File: src/rtl/lieat_ifu_ibuf_if.sv
`default_nettype none
// ============================================================================
//  Module      : lieat_ifu_ibuf_if
//  Description : Instruction handshake bundle (valid/ready plus pc, inst and
//                predict flag) shared by the IFU fetch side and the IDU side.
//  Revision    : 1.0 - initial release
// ============================================================================
interface lieat_ifu_ibuf_if #(
    parameter int XLEN = 32
);
    logic            valid;
    logic            ready;
    logic [XLEN-1:0] pc;
    logic [XLEN-1:0] inst;
    logic            prdt_taken;

    // Producer of instructions drives valid and payload, consumer drives ready.
    modport master (output valid, output pc, output inst, output prdt_taken, input ready);
    modport slave  (input valid, input pc, input inst, input prdt_taken, output ready);
endinterface
`default_nettype wire

File: src/rtl/lieat_ifu_ibuf.sv
`default_nettype none
// ============================================================================
//  Module      : lieat_ifu_ibuf
//  Description : DEPTH-entry in-order instruction buffer between the fetch
//                response and the IDU. Flush drops all buffered entries.
//  Revision    : 1.0 - initial release
// ============================================================================
module lieat_ifu_ibuf #(
    parameter int XLEN  = 32,
    parameter int DEPTH = 4,
    parameter int PTR_W = $clog2(DEPTH)
) (
    input  wire                  clock,
    input  wire                  reset,
    lieat_ifu_ibuf_if.slave      if_i,
    lieat_ifu_ibuf_if.master     id_i,
    input  wire                  flush_req,
    output logic [PTR_W:0]       ibuf_count,
    output logic                 ibuf_empty
);

    localparam logic [PTR_W:0] c_PTR_ONE = {{PTR_W{1'b0}}, 1'b1};

    // Pointers carry an extra wrap bit so full and empty are distinguishable.
    logic [PTR_W:0]   r_wr_ptr;
    logic [PTR_W:0]   r_rd_ptr;
    logic [XLEN-1:0]  r_pc_mem   [DEPTH];
    logic [XLEN-1:0]  r_inst_mem [DEPTH];
    logic [DEPTH-1:0] r_prdt_mem;

    logic             w_empty;
    logic             w_full;
    logic             w_push;
    logic             w_pop;
    logic [PTR_W-1:0] w_wr_idx;
    logic [PTR_W-1:0] w_rd_idx;

    // Occupancy decode and handshake qualification; flush gates both sides.
    always_comb begin
        w_wr_idx = r_wr_ptr[PTR_W-1:0];
        w_rd_idx = r_rd_ptr[PTR_W-1:0];
        w_empty  = (r_wr_ptr == r_rd_ptr);
        w_full   = (w_wr_idx == w_rd_idx) && (r_wr_ptr[PTR_W] != r_rd_ptr[PTR_W]);
        w_push   = if_i.valid && !w_full && !flush_req;
        w_pop    = !w_empty && !flush_req && id_i.ready;
    end

    // The full case never accepts, even alongside a pop, to keep ready
    // independent of the IDU's ready.
    assign if_i.ready      = !w_full && !flush_req;
    assign id_i.valid      = !w_empty && !flush_req;
    assign id_i.pc         = r_pc_mem[w_rd_idx];
    assign id_i.inst       = r_inst_mem[w_rd_idx];
    assign id_i.prdt_taken = r_prdt_mem[w_rd_idx];
    assign ibuf_count      = r_wr_ptr - r_rd_ptr;
    assign ibuf_empty      = w_empty;

    // Pointer update: a flush snaps the read pointer onto the write pointer,
    // which cannot move in the same cycle because push is gated by flush.
    always_ff @(posedge clock or posedge reset) begin
        if (reset) begin
            r_wr_ptr <= '0;
            r_rd_ptr <= '0;
        end else begin
            if (w_push) begin
                r_wr_ptr <= r_wr_ptr + c_PTR_ONE;
            end
            if (flush_req) begin
                r_rd_ptr <= r_wr_ptr;
            end else if (w_pop) begin
                r_rd_ptr <= r_rd_ptr + c_PTR_ONE;
            end
        end
    end

    // Entry storage; flushed entries stay in place but are never presented.
    always_ff @(posedge clock or posedge reset) begin
        if (reset) begin
            for (int i = 0; i < DEPTH; i++) begin
                r_pc_mem[i]   <= '0;
                r_inst_mem[i] <= '0;
            end
            r_prdt_mem <= '0;
        end else if (w_push) begin
            r_pc_mem[w_wr_idx]   <= if_i.pc;
            r_inst_mem[w_wr_idx] <= if_i.inst;
            r_prdt_mem[w_wr_idx] <= if_i.prdt_taken;
        end
    end

endmodule
`default_nettype wire
File: src/flat_wrapper.sv
// flat-port wrapper written by rule: the top's interface ports become plain ports
module lieat_ifu_ibuf_flat 
#(
    parameter int XLEN  = 32,
    parameter int DEPTH = 4,
    parameter int PTR_W = $clog2(DEPTH)
)
  (clock, reset, flush_req, ibuf_count, ibuf_empty, if_i_valid, if_i_pc, if_i_inst, if_i_prdt_taken, if_i_ready, id_i_valid, id_i_pc, id_i_inst, id_i_prdt_taken, id_i_ready);
  lieat_ifu_ibuf_if #(.XLEN(XLEN)) if_i_i ();
  lieat_ifu_ibuf_if #(.XLEN(XLEN)) id_i_i ();
  input  wire clock;
  input  wire reset;
  input  wire flush_req;
  output logic [PTR_W:0] ibuf_count;
  output logic ibuf_empty;
  input wire logic [$bits(if_i_i.valid)-1:0] if_i_valid;
  input wire logic [$bits(if_i_i.pc)-1:0] if_i_pc;
  input wire logic [$bits(if_i_i.inst)-1:0] if_i_inst;
  input wire logic [$bits(if_i_i.prdt_taken)-1:0] if_i_prdt_taken;
  output wire logic [$bits(if_i_i.ready)-1:0] if_i_ready;
  output wire logic [$bits(id_i_i.valid)-1:0] id_i_valid;
  output wire logic [$bits(id_i_i.pc)-1:0] id_i_pc;
  output wire logic [$bits(id_i_i.inst)-1:0] id_i_inst;
  output wire logic [$bits(id_i_i.prdt_taken)-1:0] id_i_prdt_taken;
  input wire logic [$bits(id_i_i.ready)-1:0] id_i_ready;
  assign if_i_i.valid = if_i_valid;
  assign if_i_i.pc = if_i_pc;
  assign if_i_i.inst = if_i_inst;
  assign if_i_i.prdt_taken = if_i_prdt_taken;
  assign if_i_ready = if_i_i.ready;
  assign id_i_valid = id_i_i.valid;
  assign id_i_pc = id_i_i.pc;
  assign id_i_inst = id_i_i.inst;
  assign id_i_prdt_taken = id_i_i.prdt_taken;
  assign id_i_i.ready = id_i_ready;
  lieat_ifu_ibuf #(.XLEN(XLEN), .DEPTH(DEPTH), .PTR_W(PTR_W)) u_core (.clock(clock), .reset(reset), .if_i(if_i_i), .id_i(id_i_i), .flush_req(flush_req), .ibuf_count(ibuf_count), .ibuf_empty(ibuf_empty));
endmodule
File: config.mk
export PLATFORM = sky130hd
export DESIGN_NAME = lieat_ifu_ibuf_flat
export DESIGN_NICKNAME = d
export VERILOG_FILES = /design/src/rtl/lieat_ifu_ibuf_if.sv /design/src/rtl/lieat_ifu_ibuf.sv /design/src/flat_wrapper.sv
export SDC_FILE = /design/constraint.sdc
export NUM_CORES = 1
export LEC_CHECK = 0
export BUFFER_PORTS_ARGS = -buffer_cell sky130_fd_sc_hd__buf_4
export CAP_MARGIN = 10
export CELL_PAD_IN_SITES_DETAIL_PLACEMENT = 0
export CELL_PAD_IN_SITES_GLOBAL_PLACEMENT = 1
export CORE_MARGIN = 4
export CORE_UTILIZATION = 50
export CTS_BUF_LIST = sky130_fd_sc_hd__clkbuf_4
export DETAILED_ROUTE_END_ITERATION = 16
export GPL_TIMING_DRIVEN = 0
export PLACE_DENSITY = 0.85
export SLEW_MARGIN = 40
export SYNTH_ARGS = -nofsm -noshare
export SYNTH_HDL_FRONTEND = slang
export SYNTH_SLANG_ARGS = --single-unit
File: constraint.sdc
create_clock -name clock -period 18.01 [get_ports clock]
set_input_delay 0.9005 -clock clock [delete_from_list [all_inputs] [get_ports clock]]
set_output_delay 0.9005 -clock clock [all_outputs]
set_load 0.1 [all_outputs]
Word-level counts from Yosys, hierarchy flattened --
Cells that the tools add are included.
Storage, ports and cells: register bits 266, bits of input ports 70, output and inout bits 71, logic and storage cells 54
Operators by class: $add $sub $neg 3, order comparisons 6, eq/ne operators 3, muxes and demuxes 17, bitwise logic cells 2, reduce and logical (&&, ||, !) cells 12
Operators with widths (count):
- bitwise mux 128 bit | 2
- 2-to-1 mux 32 bit | 5
- binary-select mux 32 bit (select 2 bit) | 2
- demux 32 bit (select 2 bit) | 1
- logical AND 1 bit | 8
- adder 3 x 1 -> 3 bit, second input constant | 2
- >= comparator 3 bit, second input constant | 2
- < comparator 2 x 3 -> 1 bit, second input constant | 2
- 2-to-1 mux 3 bit | 2
- NOT 2 -> 3 bit | 2
- bitwise mux 4 bit | 1
- == test 3 bit | 1
- logical NOT 1 bit | 3
- < comparator 3 x 1 -> 1 bit, second input constant | 1
- subtractor 3 bit | 1
- binary-select mux 1 bit (select 2 bit) | 1
- demux 1 bit (select 2 bit) | 1
- == test 2 bit | 1
- >= comparator 2 x 1 -> 1 bit, second input constant | 1
- 2-to-1 mux 1 bit | 2
- nonzero test 2 bit | 1
- != test 1 bit | 1

Depth between registers and ports, before layout --
depth after elaboration 6, gate-level depth with buffers 7, depth with buffers taken out 5

Least setup slack after synthesis --
Ideal clock, no wire load.
path type flip-flop to output port, start register u_core.r_wr_ptr[0], end output port id_i_valid, arrival time 3.230 ns, required time 17.110 ns, setup slack 13.879 ns, cell stages (with the launch flop) 6, path buffers 0, cell sequence dfrtp_1 inv_1 ha_1 nand2_1 nor2_1 nor2_1
Between the ends: longest elaborated chain between the ends 3
RTL lines:
- start: declaration | line lieat_ifu_ibuf.sv:25 | logic [PTR_W:0] r_wr_ptr;
- start signal: assignment | line lieat_ifu_ibuf.sv:66 | r_wr_ptr <= r_wr_ptr + c_PTR_ONE;
- == test 3 bit | line lieat_ifu_ibuf.sv:42 | w_empty = (r_wr_ptr == r_rd_ptr);
- named net ibuf_empty | line flat_wrapper.sv:15 | output logic ibuf_empty;
- logical NOT 1 bit | line lieat_ifu_ibuf.sv:51 | assign id_i.valid = !w_empty && !flush_req;
- logical AND 1 bit | line lieat_ifu_ibuf.sv:51
- end: declaration | line flat_wrapper.sv:21 | output wire logic [$bits(id_i_i.valid)-1:0] id_i_valid;
The timed path passes the listed nets, and every way through them passes these cells.

Final worst setup path --
start register u_core.r_rd_ptr[1], end output port id_i_pc[26]
Between the ends: longest elaborated chain between the ends 4
RTL lines:
- start: declaration | line lieat_ifu_ibuf.sv:26 | logic [PTR_W:0] r_rd_ptr;
- start signal: assignment | line lieat_ifu_ibuf.sv:69 | r_rd_ptr <= r_wr_ptr;
- start signal: assignment | line lieat_ifu_ibuf.sv:71 | r_rd_ptr <= r_rd_ptr + c_PTR_ONE;
- NOT 2 -> 3 bit (implied by the code) | line lieat_ifu_ibuf.sv:52 | assign id_i.pc = r_pc_mem[w_rd_idx];
- binary-select mux 32 bit (select 2 bit) | line lieat_ifu_ibuf.sv:52
- 2-to-1 mux 32 bit (implied by the code) (2 in series) | line lieat_ifu_ibuf.sv:52
- end: declaration | line flat_wrapper.sv:22 | output wire logic [$bits(id_i_i.pc)-1:0] id_i_pc;
Every way passes these cells. The select of a mux whose other input is x is not followed.

==> results.py <==
metrics = {
    "outcome": {
        "outcome": "finished, final reports clean",
    },
    "cells_and_area": {
        "drive_above_1_share": 0.654,
        "final_common_cell": "dfrtp_1",
        "instances_no_fill": 1261,
        "area_growth_pct": 20.6,
        "nFillCells": 1706,
        "final_cell_mix": "266 x dfrtp_1, 261 x mux2_2, 147 x buf_4",
        "fin_nets": 980,
    },
    "worst_setup_path": {
        "cp.arrival_ns": 3.08,
        "worstReg2RegStart": "u_core.r_rd_ptr[1]",
        "cp_max_fo": 10,
        "reg2reg_to": "u_core.r_pc_mem[75]",
        "crit_required_ns": 17.11,
        "slowest_stage": "buf_1",
        "worstSetupEndpointType": "output pin",
        "cp-start-kind": "flop",
        "max_stage_delay_ns": 0.63,
        "r2r_cells": 7,
        "worstSetupPathType": "reg2out",
        "path_cells": "clkbuf_1, buf_1, mux4_2, buf_4",
        "r2r_slack_ns": 15.63,
    },
    "yosys": {
        "syn_nets": 763,
        "ys_types": 30,
        "synth_top_cell_area_share": 0.566,
        "synth_area_leader_cell": "dfrtp_1",
        "ys_ff_latch": 266,
        "synthCells": 685,
        "yosys_warnings": 0,
        "syn_avg_cell_area_um2": 17.2,
        "yosysSeqAreaShare": 0.566,
        "synthesis.area_mm2": 0.0118,
        "yosys-top-cells-area": "dfrtp_1 57%, mux2_2 25%, mux4_2 12%, buf_6 1.5%, ha_1 0.74%",
    },
    "place": {
        "gp_congestion": 0.833,
        "place_inst": 1141,
        "portBuffers": 140,
        "hpwl_um": 18400,
    },
    "drt": {
        "drtAntennaViolNets": 0,
        "drc_errors": 0,
        "avgViaCountPerCell": 5.50,
        "drtPass1Iterations": 4,
        "drt_iter0_drc": 285,
        "vias": 6934,
        "wl_per_cell_um": 21.0,
        "finalWirelength_um": 26400,
    },
    "clocking": {
        "cts_hold_buf": 0,
        "postCtsSetupRepairBufs": 0,
        "cts_max_level": 3,
        "insertion_delay_ns": 0.66,
        "numCtsBuffers": 72,
        "clock_path_buffers": 3,
        "cts_root_buffer": "clkbuf_4",
        "cts_num_sinks": 266,
        "cts_tree": "yes",
        "clkTransAtPathRegs_ns": 0.07,
        "cts_resized": 0,
    },
    "timing": {
        "skew_ns": 0.0268,
        "worst_slew_pin_slew_ns": 0.819,
        "slew_violations": 0,
        "period_minus_slack_ns": 3.98,
        "setup_tns_ns": 0,
        "finalCritPeriodShare": 0.221,
        "max_freq_ghz": 0.251,
        "setup_viol": 0,
        "max-slew-margin-rel": 0.454,
        "hold_viol": 0,
        "grt_setup_unrepaired": "false",
    },
    "floorplanning": {
        "rows": 55,
        "initial_core_util": 0.513,
        "die_height_um": 161,
        "design.portCount": 141,
        "die_area_mm2": 0.0260,
        "core_area_mm2": 0.0229,
        "die_w_um": 161,
    },
    "global_route": {
        "antenna_found_initial": 1,
        "grt_max_degree": 85,
        "grt_pass1_vias": 8102,
        "grt-ovfl-total": 0,
        "grt.total_usage": 0.212,
        "grt_pass1_wl_um": 43000,
    },
    "worst_hold_path": {
        "holdCritPathClass": "in2async",
    },
    "flow_run": {
        "drv_cap": 0,
    },
}
## state kept, by name, indices dropped and copies added (netlist names)
register	flops
u_core.r_inst_mem	128
u_core.r_rd_ptr	3
u_core.r_wr_ptr	3
u_core.r_pc_mem	128
u_core.r_prdt_mem	4
## stage by stage
step	area, um^2	worst slack [ns]	hold WS, ns	utilization
2_1_floorplan	11800	9.78	0.474	-
3_3_place_gp	13200	7.80	0.481	0.576
3_5_place_dp	13300	14.52	0.487	0.580
4_1_cts	14200	13.78	0.196	0.618
5_1_grt	14200	13.85	0.210	0.619
6_report	14200	14.03	0.226	0.619
## synth_stat cells, drive strengths merged
cell type / instances
nand4b: 2
fa: 1
nand3: 2
xor2: 1
o211ai: 6
o21ai: 1
inv: 6
ha: 7
xnor2: 4
a21oi: 3
a221oi: 1
or4bb: 1
o22ai: 1
and2: 1
nor2b: 1
nand2: 3
o31a: 1
nor2: 4
mux2: 261
dfrtp: 266
clkbuf: 5
buf: 40
nor3b: 2
mux4: 65
## area by class of cell
| type | instances | area, um^2 | area share |
|---|---|---|---|
| flip-flops and latches | 266 | 6660 | 0.470 |
| multi-input cells | 368 | 4750 | 0.335 |
| repair buffers | 143 | 1130 | 0.0800 |
| clock buffers | 109 | 818 | 0.0577 |
| well taps | 313 | 392 | 0.0276 |
| plain buffers | 45 | 332 | 0.0234 |
| clock inverters | 10 | 63.8 | 0.00450 |
| inverters | 6 | 30.0 | 0.00212 |
| diodes | 1 | 2.50 | 0.000177 |
## worst max path at each step
| stage | slack (ns) | startpoint | endpoint | depth (start not counted) |
|---|---|---|---|---|
| after floorplan | 9.78 | reset | u_core.r_inst_mem[0] | 1 |
| after global placement | 7.80 | reset | u_core.r_pc_mem[2] | 2 |
| after detailed placement | 14.52 | u_core.r_rd_ptr[1] | id_i_pc[9] | 4 |
| after CTS | 13.78 | u_core.r_rd_ptr[1] | id_i_pc[9] | 4 |
| after global routing | 13.85 | u_core.r_rd_ptr[1] | id_i_inst[22] | 4 |
| final | 14.03 | u_core.r_rd_ptr[1] | id_i_pc[26] | 4 |
## cells by family after synthesis
family | synth area share
flops | 0.566
simple gates | 0.00787
buf+inv | 0.0300
compound gates | 0.00798
fa+ha+maj | 0.00915
xor+xnor | 0.00436
mux | 0.374
## critical path: cells and delay by family, from the launching register on
| kind | cells | cell delay (ns) |
|---|---|---|
| multiplexers | 1 | 0.43 |
| flip-flops | 1 | 0.48 |
| buffers and inverters | 3 | 1.50 |
## routing by layer
metal	vias up	GRT usage	wire length, um
met4	0	0.0888	733
met2	166	0.370	13900
met3	62	0.0521	1350
li1	3042	-	-
met1	3664	0.252	10500
met5	-	0	0
Power is not shown: default switching activity piles up to over one toggle a cycle in this logic, so the estimate is an artifact.
